`config.mk`:
```
export PLATFORM = sky130hd
export DESIGN_NAME = bit_stream_serializer
export DESIGN_NICKNAME = d
export VERILOG_FILES = /design/src/rtl/bit_stream_serializer.sv
export SDC_FILE = /design/constraint.sdc
export NUM_CORES = 1
export LEC_CHECK = 0
export CORE_MARGIN = 3
export CORE_UTILIZATION = 44
export DETAILED_ROUTE_END_ITERATION = 16
export HOLD_SLACK_MARGIN = 0.1
export PLACE_DENSITY = 0.79
export SLEW_MARGIN = 0
export SYNTH_ARGS = -nofsm -noshare
export SYNTH_HDL_FRONTEND = slang
export SYNTH_SLANG_ARGS = --single-unit
```
`constraint.sdc`:
```
create_clock -name clk -period 3.4 [get_ports clk]
set_input_delay 0.68 -clock clk [delete_from_list [all_inputs] [get_ports clk]]
set_output_delay 0.68 -clock clk [all_outputs]
set_load 0.01 [all_outputs]
```
`src/rtl/bit_stream_serializer.sv`:
```
// Parallel-to-serial feeder: valid/ready word intake, one-entry hold buffer, one bit per slot.
// Optional even-parity slot after each word when SERIALIZER_PARITY_EN is defined.
module bit_stream_serializer #(
  parameter int unsigned DATA_W     = 8,
  parameter int unsigned BIT_PERIOD = 1,
  parameter bit          MSB_FIRST  = 1'b1
) (
  input  logic              clk,
  input  logic              reset,
  input  logic              s_valid,
  output logic              s_ready,
  input  logic [DATA_W-1:0] s_data,
  output logic              input_bit,
  output logic              bit_valid,
  output logic              busy,
`ifdef SERIALIZER_PARITY_EN
  output logic              bit_is_parity,
`endif
  output logic [15:0]       words_sent
);

`ifdef SERIALIZER_PARITY_EN
  localparam int unsigned PAR_SLOTS = 1;
`else
  localparam int unsigned PAR_SLOTS = 0;
`endif
  localparam int unsigned SLOTS = DATA_W + PAR_SLOTS;
  localparam int unsigned IDX_W = $clog2(SLOTS);
  localparam int unsigned CNT_W = (BIT_PERIOD > 1) ? $clog2(BIT_PERIOD) : 1;
  localparam logic [IDX_W-1:0] LAST_IDX = IDX_W'(SLOTS - 1);
  localparam logic [CNT_W-1:0] SLOT_MAX = CNT_W'(BIT_PERIOD - 1);

  typedef enum logic {IDLE, SHIFT} state_t;

  state_t              state_q, state_d;
  logic                hold_valid;
  logic [DATA_W-1:0]   hold_data;
  logic [DATA_W-1:0]   shreg;
  logic [DATA_W-1:0]   shifted;
  logic [IDX_W-1:0]    bit_idx;
  logic [CNT_W-1:0]    slot_cnt;
  logic                accept;
  logic                load;
  logic                advance;
  logic                word_done;
  logic                slot_end;
`ifdef SERIALIZER_PARITY_EN
  localparam logic [IDX_W-1:0] PRE_PAR_IDX = IDX_W'(SLOTS - 2);
  logic                par_bit;
`endif

  function automatic logic first_bit(input logic [DATA_W-1:0] w);
    return MSB_FIRST ? w[DATA_W-1] : w[0];
  endfunction

  assign s_ready  = !hold_valid && !reset;
  assign accept   = s_valid && s_ready;
  assign busy     = hold_valid || (state_q != IDLE);
  assign slot_end = (slot_cnt == '0);
  assign shifted  = MSB_FIRST ? (shreg << 1) : (shreg >> 1);

  // State register
  always_ff @(posedge clk) begin
    if (reset) state_q <= IDLE;
    else       state_q <= state_d;
  end

  // Next state and shifter control strobes
  always_comb begin
    state_d   = state_q;
    load      = 1'b0;
    advance   = 1'b0;
    word_done = 1'b0;
    case (state_q)
      IDLE: begin
        if (hold_valid) begin
          load    = 1'b1;
          state_d = SHIFT;
        end
      end
      SHIFT: begin
        if (slot_end) begin
          if (bit_idx == LAST_IDX) begin
            word_done = 1'b1;
            if (hold_valid) load    = 1'b1;
            else            state_d = IDLE;
          end else begin
            advance = 1'b1;
          end
        end
      end
      default: state_d = IDLE;
    endcase
  end

  // Hold buffer: a fresh accept wins over a drain on the same edge
  always_ff @(posedge clk) begin
    if (reset) begin
      hold_valid <= 1'b0;
      hold_data  <= '0;
    end else if (accept) begin
      hold_valid <= 1'b1;
      hold_data  <= s_data;
    end else if (load) begin
      hold_valid <= 1'b0;
    end
  end

  // Shifter, slot timer and registered serial outputs
  always_ff @(posedge clk) begin
    if (reset) begin
      shreg      <= '0;
      bit_idx    <= '0;
      slot_cnt   <= '0;
      input_bit  <= 1'b0;
      bit_valid  <= 1'b0;
      words_sent <= '0;
`ifdef SERIALIZER_PARITY_EN
      par_bit       <= 1'b0;
      bit_is_parity <= 1'b0;
`endif
    end else begin
      if (word_done) words_sent <= words_sent + 16'd1;
      if (load) begin
        shreg     <= hold_data;
        bit_idx   <= '0;
        slot_cnt  <= SLOT_MAX;
        input_bit <= first_bit(hold_data);
        bit_valid <= 1'b1;
`ifdef SERIALIZER_PARITY_EN
        par_bit       <= ^hold_data;
        bit_is_parity <= 1'b0;
`endif
      end else if (advance) begin
        shreg    <= shifted;
        bit_idx  <= bit_idx + IDX_W'(1);
        slot_cnt <= SLOT_MAX;
`ifdef SERIALIZER_PARITY_EN
        if (bit_idx == PRE_PAR_IDX) begin
          input_bit     <= par_bit;
          bit_is_parity <= 1'b1;
        end else begin
          input_bit <= first_bit(shifted);
        end
`else
        input_bit <= first_bit(shifted);
`endif
      end else if (word_done) begin
        input_bit <= 1'b0;
        bit_valid <= 1'b0;
`ifdef SERIALIZER_PARITY_EN
        bit_is_parity <= 1'b0;
`endif
      end else if (state_q == SHIFT) begin
        slot_cnt <= slot_cnt - CNT_W'(1);
      end
    end
  end

endmodule
```
==> results by group, run 1 <==
Setup path
  – Worst Path Class, Setup: in -> out
  – Worst-path fanout max: 2
  – Critical Path AT: 1810 ps
  – Endpoint class of the critical path: output pin
  – FF-to-FF path depth: 6
  – Critical Path Start Type: input pin
  – Req. time, crit path: 2720 ps

Floorplanning
  – # IOs: 31
  – Placement Rows: 21
  – Core area: 3490 sq um
  – Die Wd: 67.4 um
  – Die ar.: 4540 sq um
  – Die height: 67.4 um
  – Initial Util: 0.475

Clock tree
  – Post-CTS Hold Buffers: 0
  – Clock sink count: 39
  – CTS tree: yes
  – Postcts setup bufs: 0
  – Reg clk slew, reported paths: 70 ps
  – TritonCTS Buffers: 5
  – # resized after CTS: 0
  – Root buffer cell: clkbuf_8
  – H-tree Lvls: 2
  – CTS Buffer Depth: 2
  – Worst-Skew Late Latency: 290 ps

Synthesis
  – Synthesized cell area: 1660 sq um
  – Syn nets: 199
  – Mux contribution to synthesized area: 0.0965
  – Compound-Gate Fraction of Synth Area: 0.0845
  – Largest family of logic cells by synthesized area: simple AND/OR/NAND/NOR gates
  – Synth Area in Adders: 0.0302
  – Avg Inst Size Synth: 9.02 sq um
  – Post-synthesis register bit count: 39
  – Warnings from Yosys: 0
  – Sequential fraction of the synthesis area: 0.471
  – Yosys cell types: 29
  – Mapped Cells: approximately 180
  – Synth Area in Simple Gates: 0.222
  – Post-Synth XOR/XNOR Area: 0.0633

Global routing
  – Initial antenna violation count: 0
  – GRT Util Overall: 0.152
  – Pin count of the biggest net entering global routing: 40
  – First-pass GRT wire length: 5180 um
  – Total grt overflow: 0
  – Vias in the first global route: 1154

Pwr
  – Maximum vdd ir drop: 0.313 mV
  – Gate power share: 0.105
  – Switching Share: 0.235
  – PwrDens: 426 nW/um^2
  – Sequential fraction of design power: 0.548
  – Clock Power Share: 0.347
  – Power Internal: 0.000684 W
  – NetSw: between 0.0002 and 0.00025 W
  – Leak: 0.754 nW

Job
  – Max-Cap Viols: 0

Placed design
  – HPWL Detailed: 2210 um
  – Final GP Congestion: 0.757
  – I/O Buffers: 30
  – Pre-CTS setup slack: 908 ps

Drt
  – Detail Route Antenna Nets: 0
  – DRC Markers: 0
  – Wire length per cell: 12.0 um
  – Detailed Routing Iterations Pass 1: 4
  – Vias: between 1000 and 1500
  – Vias per inst: 5.21
  – First DRT Iteration DRCs: 50
  – Routed WL: 3150 um

Cells and area
  – Area Growth Syn to Fin: 26.5%
  – Total of fill cells in the finished design: 315
  – N_diodes: 0
  – Layout cells sized above 1: 0.0648
  – Final #Nets: 231

Timing
  – Worst-Margin Slew: 695 ps
  – Setup ws final: around 910 ps
  – Final worst-path cycle share: 0.733
  – Final Critical Period: approximately 2500 ps
  – Final Max Tran Viols: 0
  – RSZ-0062 raised after global routing: no
  – Skew final: 4.18 ps
  – Final setup violation count: 0
  – Final count of hold timing violations: 0
  – FMAX: 0.401 GHz
  – Setup TNS: 0 ps
  – Slew margin rel.: 0.532

Run status
  – Run status: complete, no violations

Min path
  – Hold Path Class: reg -> reg
  – Hold Crit Depth: 2
[power by group through the flow]
stage          registers, W  clock network [W]  logic (W)
2_1_floorplan      0.000498                  0  0.0000582
3_3_place_gp       0.000499                  0  0.0000922
3_5_place_dp       0.000500                  0  0.0000940
4_1_cts            0.000490           0.000318  0.0000944
5_1_grt            0.000491           0.000334   0.000102
6_report           0.000490           0.000310  0.0000936
[synthesized netlist by cell type]
library cell	number	area [sq um]
a211oi_1	6	45.0
a21boi_0	1	7.51
a21oi_1	10	50.1
a311oi_1	1	8.76
a31o_2	1	8.76
and3_1	1	6.26
and3b_1	1	8.76
buf_2	2	10.0
clkbuf_1	7	26.3
dfxtp_1	39	781
ha_1	4	50.1
inv_1	5	18.8
mux2i_1	16	160
nand2_1	10	37.5
nand2b_1	1	6.26
nand3_1	4	20.0
nand3b_1	2	15.0
nand4_1	5	31.3
nor2_1	31	116
nor2b_1	2	12.5
nor3_1	11	55.1
nor4_1	3	18.8
nor4b_1	1	8.76
o21ai_0	4	20.0
or3_1	2	12.5
or3_2	1	7.51
or4_4	1	11.3
xnor2_1	9	78.8
xor2_1	3	26.3
[cell families (layout without fill, tap and decap cells)]
logic type,count (synthesis),after routing
AND/OR/NAND/NOR,76,76
flip-flops,39,39
AO/OA/AOI/OAI,23,23
multiplexers,16,16
buffers and inverters,14,46
XOR/XNOR,12,12
adder cells (fa/ha/maj),4,4
[worst max-delay path, cell delays in order]
cell,delay (ps)
clkdlybuf4s50_1,450
nor2_1,130
clkdlybuf4s50_1,550
[routing by layer]
metal  part of all wire  GRT usage  vias to the layer above
met5                  0          0                        -
met4             0.0086     0.0456                        0
met3              0.041     0.0549                        3
met2               0.46      0.225                       29
met1               0.49      0.206                      631
li1                   -          -                      703
[placed cells by master (no fill, tap or decap)]
master / Yosys / routed
and3_1: 1 / 1
nor4_1: 3 / 3
nand3_1: 4 / 4
or4_4: 1 / 1
and3b_1: 1 / 1
nand2_1: 10 / 10
nand2b_1: 1 / 1
o21ai_0: 4 / 4
clkinv_2: 0 / 1
or3_2: 1 / 1
clkdlybuf4s50_1: 0 / 30
inv_1: 5 / 5
nor3_1: 11 / 11
nor4b_1: 1 / 1
xor2_1: 3 / 3
or3_1: 2 / 2
mux2i_1: 16 / 16
nor2_1: 31 / 31
nand3b_1: 2 / 2
nor2b_1: 2 / 2
buf_4: 0 / 4
a21oi_1: 10 / 10
a311oi_1: 1 / 1
a21boi_0: 1 / 1
xnor2_1: 9 / 9
a211oi_1: 6 / 6
dfxtp_1: 39 / 39
clkbuf_8: 0 / 6
nand4_1: 5 / 5
ha_1: 4 / 4
a31o_2: 1 / 1
[cell type report]
cell class	count	area (sq um)	area share
clock inverter	1	5.00	0.00239
sequential	39	781	0.372
tap	46	57.6	0.0274
timing repair buffer	34	330	0.157
inverter	5	18.8	0.00894
clock buffer	6	82.6	0.0394
multi-input combinational	131	823	0.392
[metrics by stage]
step | utilization | cells | instance area [sq um] | total power (W) | hold slack, ps
floorplan | - | 184 | 1660 | 0.000556 | 431
global placement | 0.575 | 255 | 2010 | 0.000592 | 448
detailed placement | 0.575 | 255 | 2010 | 0.000594 | 455
CTS | 0.600 | 262 | 2100 | 0.000902 | 470
global route | 0.600 | 262 | 2100 | 0.000927 | 489
finish | 0.600 | 262 | 2100 | 0.000894 | 465
[state kept, by name, indices dropped and copies added, names as in the netlist]
register	flops
words_sent	16
hold_data	8
shreg	7
bit_idx	3
bit_valid	1
hold_valid	1
input_bit	1
slot_cnt	1
state_q	1
[path summary, 6_finish.rpt]
| path | start | endpoint | slack (ps) |
|---|---|---|---|
| setup reg to reg | bit_idx[0] | words_sent[13] | 1120 |
| setup / recovery | reset | s_ready | 910 |
| hold reg to reg | hold_data[0] | shreg[0] | 470 |
| hold / removal | hold_data[0] | shreg[0] | 470 |
(Power assumes the default switching activity.)
==> run 2: changes to the inputs <==
--- a/config.mk
+++ b/config.mk
@@ -9,7 +9,7 @@
 export CORE_UTILIZATION = 44
 export DETAILED_ROUTE_END_ITERATION = 16
 export HOLD_SLACK_MARGIN = 0.1
-export PLACE_DENSITY = 0.79
+export PLACE_DENSITY = 0.82
 export SLEW_MARGIN = 0
 export SYNTH_ARGS = -nofsm -noshare
 export SYNTH_HDL_FRONTEND = slang
==> constraint.sdc (replaced) <==
create_clock -name clk -period 2.1 [get_ports clk]
set_input_delay 0.42 -clock clk [delete_from_list [all_inputs] [get_ports clk]]
set_output_delay 0.42 -clock clk [all_outputs]
set_load 0.01 [all_outputs]
==> run 2 against run 1 <==
Net effect:
- hold slack better by 3.2 ps
- global-route usage up 0.88 points
- combinational power up 68%
- utilization up 1.6 points
- die area unchanged
- worst setup slack worse by 780 ps
- critical path depth unchanged
- sequential power up 62%
- first-iteration DRC count up 36%
- wire length up 6.4%
- critical endpoint unchanged
- largest power group unchanged
- highest routed layer unchanged
==> results by group, run 2 (synthesized netlist as in run 1, its figures left out) <==
Run status
  – Run status: complete, no violations

Setup path
  – Endpoint class of the critical path: output pin
  – Req. time, crit path: 1680 ps
  – Worst r2r src: bit_idx[0]
  – Worst Path Class, Setup: in -> out
  – FF-to-FF path depth: 6
  – Worst-path fanout max: 2
  – Critical Path Start Type: input pin
  – CP startpoint: reset
  – Reg-to-reg slack, setup: 150 ps
  – Critical Path AT: 1550 ps

Drt
  – Vias per inst: roughly 5.3
  – First DRT Iteration DRCs: 68
  – Wire length per cell: between 10 and 15 um
  – Routed WL: 3350 um
  – DRC Markers: 0
  – Detail Route Antenna Nets: 0
  – Vias: 1414
  – Detailed Routing Iterations Pass 1: 4

Cells and area
  – Commonest non-fill, non-tap cell in the layout: dfxtp_1
  – Design Area, Final: 2160 sq um
  – Max reg flops: 16
  – Layout cells sized above 1: 0.0897
  – Area Growth Syn to Fin: 29.9%
  – Final #Nets: approximately 240
  – Commonest cells after routing, fill and taps aside: dfxtp_1, nor2_1, clkdlybuf4s50_1, mux2i_1, nor3_1
  – Leading registers by flop count: words_sent (16), hold_data (8), shreg (7)
  – Finished Layout Cells: 269
  – N_diodes: 0
  – Biggest register: words_sent

Timing
  – RSZ-0062 raised after global routing: no
  – Final Critical Period: 1970 ps
  – Worst-Margin Slew: 387 ps
  – Final setup violation count: 0
  – Final Max Tran Viols: 0
  – Setup ws final: 127 ps
  – Final count of hold timing violations: 0
  – Slew margin rel.: 0.742
  – FMAX: around 0.51 GHz
  – Setup TNS: 0 ps
  – Final worst-path cycle share: 0.939
  – Skew final: approximately 3.5 ps

Min path
  – Hold Path Class: reg -> reg
  – Hold Crit Depth: 2
  – Worst hold start: hold_data[0]

Floorplanning
  – Core area: 3490 sq um
  – # IOs: 31
  – Placement Rows: 21
  – Die ar.: 4540 sq um
  – Initial Util: 0.475
  – Die height: 67.4 um
  – Die Wd: 67.4 um

Clock tree
  – H-tree Lvls: 2
  – # resized after CTS: 0
  – Root buffer cell: clkbuf_8
  – TritonCTS Buffers: 5
  – CTS Buffer Depth: 2
  – Post-CTS Hold Buffers: 0
  – Worst-Skew Late Latency: 290 ps
  – Postcts setup bufs: 0
  – CTS tree: yes
  – Reg clk slew, reported paths: 70 ps
  – Clock sink count: 39

Job
  – Max-Cap Viols: 0

Placed design
  – I/O Buffers: 30
  – Pre-CTS setup slack: around 110 ps
  – Placed Area: 2060 sq um
  – HPWL Detailed: 2330 um
  – Final GP Congestion: 0.755
  – # placed instances: 261

Pwr
  – Switching Share: 0.229
  – PwrDens: 694 nW/um^2
  – Total power: 0.00150 W
  – NetSw: 0.000343 W
  – Sequential fraction of design power: 0.530
  – Clock Power Share: 0.365
  – Leak: 0.788 nW
  – Power Internal: 0.00115 W
  – Maximum vdd ir drop: 0.438 mV
  – Gate power share: 0.105

Global routing
  – GRT Util Overall: 0.161
  – Total grt overflow: 0
  – First-pass GRT wire length: 5410 um
  – Initial antenna violation count: 0
  – Vias in the first global route: ~1200
  – Pin count of the biggest net entering global routing: 40
## run 2: metal layers
| layer | routed length, um | GRT usage | vias up |
|---|---|---|---|
| li1 | - | - | 714 |
| met1 | 1540 | 0.195 | 651 |
| met5 | 0 | 0 | - |
| met4 | 109 | 0.0861 | 0 |
| met2 | 1530 | 0.248 | 40 |
| met3 | 169 | 0.0566 | 9 |
## run 2: final timing paths
| check | end |
|---|---|
| worst max-delay path | s_ready |
| worst min-delay path | shreg[0] |
| worst max register to register | words_sent[13] |
| worst min register to register | shreg[0] |
## run 2: cell type report
type	count	area, sq um
inverters	5	18.8
well taps	46	57.6
multi-input cells	131	823
clock buffers	8	100
fillers	297	1340
flip-flops and latches	39	781
repair buffers	40	375
## run 2: stage by stage
stage	hold slack [ps]	utilization
after CTS	468	0.617
after floorplan	431	-
after global routing	490	0.617
after global placement	450	0.588
after detailed placement	458	0.588
final	468	0.617
## run 2: power by group through the flow
stage	registers [W]	logic [W]	clock network, W
2_1_floorplan	0.000806	0.0000942	0
3_3_place_gp	0.000809	0.000153	0
3_5_place_dp	0.000810	0.000157	0
4_1_cts	0.000793	0.000158	0.000556
5_1_grt	0.000796	0.000170	0.000583
6_report	0.000793	0.000157	0.000546
## run 2: worst max-delay path, stage by stage
cell and delay, ps:
clkdlybuf4s50_1 420, nor2_1 150, clkdlybuf4s50_1 560
==> run 3: changes to the inputs <==
--- a/config.mk
+++ b/config.mk
@@ -8,8 +8,10 @@
 export CORE_MARGIN = 3
 export CORE_UTILIZATION = 44
 export DETAILED_ROUTE_END_ITERATION = 16
+export DONT_BUFFER_PORTS = 1
 export HOLD_SLACK_MARGIN = 0.1
-export PLACE_DENSITY = 0.82
+export MAX_ROUTING_LAYER = met4
+export PLACE_DENSITY = 0.71
 export SLEW_MARGIN = 0
 export SYNTH_ARGS = -nofsm -noshare
 export SYNTH_HDL_FRONTEND = slang
==> run 3 against run 2 <==
Net effect:
- combinational power decreased by 33%
- worst setup slack got worse by 6.0 ps
- count of clock-buffer cells in the layout fell by 2
- largest cell class unchanged
- critical endpoint is now words_sent[15]
- power shrank 0.40%
- critical path type is now reg -> reg
- first-iteration DRC count is 24% higher
- clock power rose by 8.1%
- cell area decreased by 13%
- non-clock buffer count down 29
==> results by group, run 3 (synthesized netlist as in run 1, its figures left out) <==
Drt
  – DRC Markers: 0
  – Vias per inst: 5.39
  – Routed WL: 3210 um
  – Detailed Routing Iterations Pass 1: 4
  – Detail Route Antenna Nets: 0
  – First DRT Iteration DRCs: 84
  – Wire length per cell: 13.4 um
  – Vias: about 1300

Timing
  – RSZ-0062 raised after global routing: no
  – Final setup violation count: 0
  – Worst-Margin Slew: roughly 320 ps
  – FMAX: between 0.5 and 0.6 GHz
  – Final worst-path cycle share: 0.942
  – Final Critical Period: 1980 ps
  – Hold Slack: ~190 ps
  – Final count of hold timing violations: 0
  – Slew margin rel.: 0.787
  – Skew final: around 7.3 ps
  – Final Max Tran Viols: 0
  – Setup TNS: 0 ps

Floorplanning
  – Core area: 3490 sq um
  – Placement Rows: 21
  – Die height: 67.4 um
  – Initial Util: 0.475
  – Die ar.: roughly 4500 sq um
  – Die Wd: 67.4 um
  – # IOs: 31

Cells and area
  – Total of fill cells in the finished design: 315
  – Biggest register: words_sent
  – Area Growth Syn to Fin: 12.4%
  – Final #Nets: 208
  – Commonest cells after routing, fill and taps aside: dfxtp_1, nor2_1, mux2i_1, nor3_1, buf_4
  – N_diodes: 0
  – Commonest non-fill, non-tap cell in the layout: dfxtp_1
  – Max reg flops: 16
  – Layout cells sized above 1: 0.104
  – Core Util, Final: 0.534
  – Leading registers by flop count: words_sent (16), hold_data (8), shreg (7)

Placed design
  – I/O Buffers: 0
  – Final GP Congestion: 0.767
  – HPWL Detailed: 2300 um

Global routing
  – GRT Util Overall: 0.168
  – First-pass GRT wire length: between 5000 and 6000 um
  – Vias in the first global route: around 1300
  – Pin count of the biggest net entering global routing: 41
  – Initial antenna violation count: 0
  – Total grt overflow: 0

Pwr
  – Leak: 0.687 nW
  – Total power: approximately 0.0015 W
  – Maximum vdd ir drop: around 0.35 mV
  – PwrDens: 799 nW/um^2

Clock tree
  – CTS Buffer Depth: 2
  – Postcts setup bufs: 0
  – # resized after CTS: 0
  – Clock sink count: 39
  – TritonCTS Buffers: 5
  – Root buffer cell: clkbuf_8
  – H-tree Lvls: 2
  – Post-CTS Hold Buffers: 0
  – CTS tree: yes
  – Worst-Skew Late Latency: 290 ps
  – Reg clk slew, reported paths: 70 ps

Setup path
  – Critical Path Start Type: register
  – Worst-path fanout max: 5
  – Critical Path AT: roughly 2200 ps
  – Worst Path Class, Setup: reg -> reg
  – Req. time, crit path: 2320 ps
  – Endpoint class of the critical path: register

Run status
  – Run status: complete, no violations

Job
  – Max-Cap Viols: 0

Min path
  – Hold Path Class: in -> reg
## run 3: changes by cell type in the layout (fill, tap and decap cells not counted), sizes merged
| cell | before | now |
|---|---|---|
| buf | 10 | 11 |
| clkdlybuf4s50 | 30 | 0 |
| clkbuf | 8 | 6 |
| bufinv | 0 | 1 |
## run 3: routing by layer
layer / track usage / vias to the layer above / share of wire
li1: - / 655 / -
met1: 0.168 / 596 / 0.43
met2: 0.294 / 31 / 0.49
met3: 0.0582 / 7 / 0.062
met4: 0.0759 / 0 / 0.019
met5: - / - / 0
## run 3: through the flow
step | setup WS [ps] | instance area [sq um] | instances
global route | 27.7 | 1870 | 239
floorplan | 226 | 1660 | 184
detailed placement | 136 | 1760 | 232
finish | 121 | 1870 | 239
CTS | 114 | 1870 | 239
global placement | 240 | 1760 | 232
## run 3: critical path, cell delays in order (launching register included)
cell	delay, ps
dfxtp_1	360
ha_1	190
ha_1	170
nand3b_1	100
or4_4	580
or3_1	360
a21oi_1	150
## run 3: layout make-up
| cell class | instances | area (sq um) | area share |
|---|---|---|---|
| repair buffers | 11 | 82.6 | 0.0443 |
| well taps | 46 | 57.6 | 0.0309 |
| clock buffers | 6 | 72.6 | 0.0389 |
| clock inverters | 1 | 30.0 | 0.0161 |
| flip-flops and latches | 39 | 781 | 0.419 |
| multi-input cells | 131 | 823 | 0.441 |
| inverters | 5 | 18.8 | 0.0101 |
## run 3: worst paths after layout
path | from | end | slack (ps) | cells after the start
setup / recovery | bit_idx[0] | words_sent[15] | 120 | 6
hold / removal | reset | words_sent[4] | 190 | 1
setup reg to reg | bit_idx[0] | words_sent[15] | 120 | 6
hold reg to reg | hold_data[0] | shreg[0] | 460 | 2
## run 3: report_power, final
group | total, W | internal, W | switching, W
logic | 0.000105 | 0.0000505 | 0.0000547
registers | 0.000795 | 0.000771 | 0.0000234
clock network | 0.000590 | 0.000348 | 0.000242
total | 0.00149 | 0.00117 | 0.000320
